<file path="src/rtl/mem_wb_stage.sv">
// mem_wb_stage: memory access / write-back stage.
// Takes one instruction's ALU result, store operand and control, then does one of:
//   - an ALU pass-through, which writes back one cycle later
//   - a load or store to the internal data RAM, which takes MEM_LATENCY cycles
// It produces the write-back triple and a one-deep history of wb_data for forwarding.
// While a memory access is in progress, stall tells upstream to hold its inputs.
module mem_wb_stage #(
  parameter int DATA_W      = 16,
  parameter int ADDR_W      = 8,
  parameter int MEM_LATENCY = 2
) (
  input  logic              clk,
  input  logic              reset,
  input  logic              in_valid,
  input  logic [DATA_W-1:0] alu_result,
  input  logic [DATA_W-1:0] store_data,
  input  logic [2:0]        dest_reg,
  input  logic              reg_write,
  input  logic              mem_read,
  input  logic              mem_write,
  output logic              stall,
  output logic              wb_en,
  output logic [DATA_W-1:0] wb_data,
  output logic [2:0]        wb_dest,
  output logic [DATA_W-1:0] wb_data_prev
);

  // Counter is at least one bit wide, so that MEM_LATENCY=1 still elaborates cleanly.
  localparam int CNT_W = (MEM_LATENCY > 1) ? $clog2(MEM_LATENCY) : 1;

  typedef enum logic {IDLE, ACCESS} state_t;

  state_t              state;
  logic [CNT_W-1:0]    count;
  logic [ADDR_W-1:0]   op_addr;
  logic [DATA_W-1:0]   op_data;
  logic [2:0]          op_dest;
  logic                op_load;
  logic [DATA_W-1:0]   ram [2**ADDR_W];
  logic                access_done;
  logic                ram_we;

  // A memory op completes on the edge where the ACCESS countdown has reached zero.
  assign access_done = (state == ACCESS) && (count == '0);
  assign ram_we      = access_done && !op_load;
  assign stall       = (state == ACCESS);

  // Data RAM write port. It has no reset, so contents survive a reset.
  // An aborted store never writes, because reset forces state out of ACCESS.
  always_ff @(posedge clk) begin
    if (ram_we) ram[op_addr] <= op_data;
  end

  // Capture ops, sequence the memory access, and drive the registered write-back outputs.
  always_ff @(posedge clk or posedge reset) begin
    if (reset) begin
      state        <= IDLE;
      count        <= '0;
      wb_en        <= 1'b0;
      wb_data      <= '0;
      wb_dest      <= '0;
      wb_data_prev <= '0;
      op_addr      <= '0;
      op_data      <= '0;
      op_dest      <= '0;
      op_load      <= 1'b0;
    end else begin
      wb_en <= 1'b0;
      case (state)
        IDLE: begin
          if (in_valid) begin
            if (mem_read || mem_write) begin
              state   <= ACCESS;
              count   <= CNT_W'(MEM_LATENCY - 1);
              op_addr <= alu_result[ADDR_W-1:0];
              op_data <= store_data;
              op_dest <= dest_reg;
              op_load <= mem_read && !mem_write;
            end else if (reg_write) begin
              wb_en        <= 1'b1;
              wb_data      <= alu_result;
              wb_dest      <= dest_reg;
              wb_data_prev <= wb_data;
            end
          end
        end
        ACCESS: begin
          if (count != '0) begin
            count <= count - CNT_W'(1);
          end else begin
            state <= IDLE;
            if (op_load) begin
              wb_en        <= 1'b1;
              wb_data      <= ram[op_addr];
              wb_dest      <= op_dest;
              wb_data_prev <= wb_data;
            end
          end
        end
        default: state <= IDLE;
      endcase
    end
  end

endmodule

</file>
<file path="config.mk">
export PLATFORM = sky130hd
export DESIGN_NAME = mem_wb_stage
export DESIGN_NICKNAME = d
export VERILOG_FILES = /design/src/rtl/mem_wb_stage.sv
export SDC_FILE = /design/constraint.sdc
export NUM_CORES = 2
export LEC_CHECK = 0
export ABC_AREA = 1
export BUFFER_PORTS_ARGS = -buffer_cell sky130_fd_sc_hd__buf_2
export CORE_ASPECT_RATIO = 1.75
export CORE_MARGIN = 1.5
export CORE_UTILIZATION = 45
export DETAILED_ROUTE_END_ITERATION = 8
export PLACE_DENSITY_LB_ADDON = 0.12
export SLEW_MARGIN = 20
export SYNTH_ARGS = -nofsm -noshare
export SYNTH_HDL_FRONTEND = slang
export SYNTH_SLANG_ARGS = --single-unit
</file>
<file path="constraint.sdc">
create_clock -name clk -period 5.1 [get_ports clk]
set_input_delay 0.255 -clock clk [delete_from_list [all_inputs] [get_ports clk]]
set_output_delay 0.255 -clock clk [all_outputs]
set_load 0.01 [all_outputs]
</file>
==> impl_metrics.csv <==
group,metric,value,unit
outcome,status,"finished, final reports clean",
clock_tree,holdBufCountCts,65,
clock_tree,post_cts_buffers,0,
route,first_iter_violations,10100,
setup_path,worst-path-max-fanout,115,
timing,timing.final.max_slew_violations,0,
global_route,overflow,0,
setup_path,crit_arrival,5.33,ns
yosys,ys.flop_type,"edfxtp_1",
layout,fin_nets,15100,
setup_path,cp.buffers_inverters,2,
setup_path,endpoint_kind,"register",
route,routedWlPerCell,25.0,um
die,std_cell_rows,295,
timing,rsz0062_at_grt,"false",
place,hpwl,293000,um
global_route,antenna_found_initial,11,
global_route,grt_max_degree,176,
global_route,grt_pass1_wl,731000,um
setup_path,path_class,"register to register",
power_and_ir_drop,p_leak,71.4,nW
die,start_util,0.452,
die,boundaryPins,78,
clock_tree,clock_path_buffers,4,
die,die-area,375000,um2
yosys,synth-async-reset-ratio,0.0159,
global_route,grt_pass1_vias,104000,
timing,fin_crit_sh,0.884,
yosys,synthesis.area,167000,um2
route,drt_drc_violations_left,0,
layout,area_delta_synth_final,12.7,%
setup_path,critical_path.top_delay_family,"simple AND/OR/NAND/NOR gates",
power_and_ir_drop,ir_drop,0.597,mV
clock_tree,clk_latency,0.94,ns
timing,hold_violations,0,
setup_path,startpoint_type,"register",
layout,final_util,0.510,
setup_path,crit_top_cell,"nand2_1",
timing,period_needed,4.51,ns
route,routed_wl,506000,um
layout,layout_common_cells,"8005 x nand2_1, 4096 x edfxtp_1, 750 x nor2_1, 433 x buf_4, 383 x clkbuf_16",
timing,setup_viol,0,
timing,tightest_slew,1.23,ns
yosys,netlist_instances,14800,
die,die_h,809,um
layout,nFillCells,32600,
die,fp.coreArea,369000,um2
timing,setup_tns,0,ns
yosys,ys_seq_area_frac,0.747,
yosys,synth_nets,14800,
route,vias,108000,
route,drt-pass1-iter-count,6,
die,die_x,463,um
route,vias_per_cell,5.32,
hold_path,hp-class,"input port to register",
setup_path,crit_chain,"inv_16 > nor2_4 > buf_12 > nand2_1 > nand4_1 > nand2_1 > nand2_1 > o21ai_0 > nand2_1 > nor2_1 > nor2_1 > nor2_1 > nand2_1 > nand2_1 > nand2_1",
run,cap_violations,0,
clock_tree,cts_resized,0,
yosys,yosysUniqueCellTypes,30,
timing,fmax,222,MHz
clock_tree,htreeDepth,5,
layout,fin_area,188000,um2
setup_path,worst_ep_required_time,5.93,ns
clock_tree,cts_tree,"yes",
layout,final_layout_size_suffix_gt1_frac,0.0786,
place,place_area,175000,um2
timing,finalClockSkew,0.0655,ns
clock_tree,cts_made_buffers,377,
power_and_ir_drop,p_per_area,592,nW/um2
yosys,synth_area_per_cell,11.3,um2
place,place_ws,0.724,ns
place,gp_congestion,0.856,
global_route,track_usage,0.266,
setup_path,cpMaxStageDelayCell,"dfrtp_4",
yosys,ys_ff_latch,4162,
place,portBuffers,77,
clock_tree,clock-root-buffer,"clkbuf_16",
timing,slew_headroom,0.183,
timing,fin_ws,0.592,ns
setup_path,max_stage_delay,0.66,ns
clock_tree,clk_pin_slew,0.07,ns
clock_tree,cts.sinks,4162,
yosys,synth_warnings,0,
yosys,synth_edf_count,4096,
route,detail-route-antenna-nets,0,
layout,final_common_cell,"nand2_1",
## path summary, 6_finish.rpt
check                      slack (ns)                            to  cells after the start                          from
setup reg to reg                 0.59       wb_data[12]$_DFFE_PP0P_                     15        op_addr[0]$_DFFE_PP0P_
hold reg to reg                  0.49  wb_data_prev[13]$_DFFE_PP0P_                      2  wb_data_prev[13]$_DFFE_PP0P_
setup / recovery                 0.59       wb_data[12]$_DFFE_PP0P_                     15        op_addr[0]$_DFFE_PP0P_
min in group asynchronous        0.47        op_data[5]$_DFFE_PP0P_                      4                         reset
hold / removal                   0.09       op_data[10]$_DFFE_PP0P_                      3                store_data[10]
max in group asynchronous        3.46        op_addr[0]$_DFFE_PP0P_                      5                         reset
## report_power, final
group | total [W] | switching (W) | internal (W)
sequential | 0.0443 | 0.00126 | 0.0431
clock | 0.0284 | 0.0126 | 0.0158
combinational | 0.0387 | 0.0299 | 0.00883
total | 0.111 | 0.0438 | 0.0677
## stage by stage
| stage | total power, W | std cells | hold WS [ns] |
|---|---|---|---|
| 2_1_floorplan | 0.0666 | 14800 | 0.374 |
| 3_3_place_gp | 0.0837 | 19500 | 0.333 |
| 3_5_place_dp | 0.0839 | 19500 | 0.329 |
| 4_1_cts | 0.112 | 20200 | 0.0192 |
| 5_1_grt | 0.116 | 20200 | 0.0645 |
| 6_report | 0.111 | 20300 | 0.0874 |
## layout make-up
| class | count | area, um2 | share of cell area |
|---|---|---|---|
| diodes | 2 | 5.00 | 0.0000266 |
| clock buffers | 462 | 9940 | 0.0528 |
| clock inverters | 212 | 2040 | 0.0109 |
| inverters | 28 | 145 | 0.000771 |
| multi-input cells | 9810 | 38900 | 0.207 |
| flip-flops and latches | 4162 | 125000 | 0.663 |
| well taps | 4900 | 6130 | 0.0326 |
| repair buffers | 674 | 6270 | 0.0333 |
## cells by family after synthesis
family,after synthesis,synth area share
simple gates,9308,0.216
flops,4162,0.747
mux,19,0.00128
compound gates,483,0.0154
buf+inv,788,0.0209
## tightest hold or removal path: stages
cell and delay [ns]:
dlygate4sd3_1 0.52, buf_2 0.09, mux2_2 0.13
## cell usage after synthesis, types with 4 or more instances
cell / instances / area, um2
o21ai_0: 71 / 355
buf_6: 6 / 67.6
a21oi_1: 168 / 841
buf_2: 374 / 1870
a22oi_1: 44 / 330
nand3_1: 251 / 1260
mux2_2: 19 / 214
nand4_1: 268 / 1680
dfrtp_1: 66 / 1650
clkbuf_1: 283 / 1060
nand2_1: 8022 / 30100
o21bai_1: 10 / 75.1
nor2_1: 757 / 2840
edfxtp_1: 4096 / 123000
buf_4: 4 / 30.0
inv_1: 21 / 78.8
buf_1: 93 / 349
o21ai_1: 185 / 926
## state kept, by name, indices dropped and copies added, names as in the netlist
name,count
stall,1
count,1
op_load,1
wb_data_prev,16
op_addr,8
ram,4096
op_data,16
wb_dest,3
wb_data,16
wb_en,1
op_dest,3
## per-layer routing
layer / track usage / vias up / share of wire
met5: 0 / - / 0.000022
met4: 0.111 / 2 / 0.045
met3: 0.0256 / 795 / 0.053
met2: 0.469 / 3481 / 0.51
met1: 0.333 / 53400 / 0.39
li1: - / 50000 / -
(Power assumes the default switching activity.)
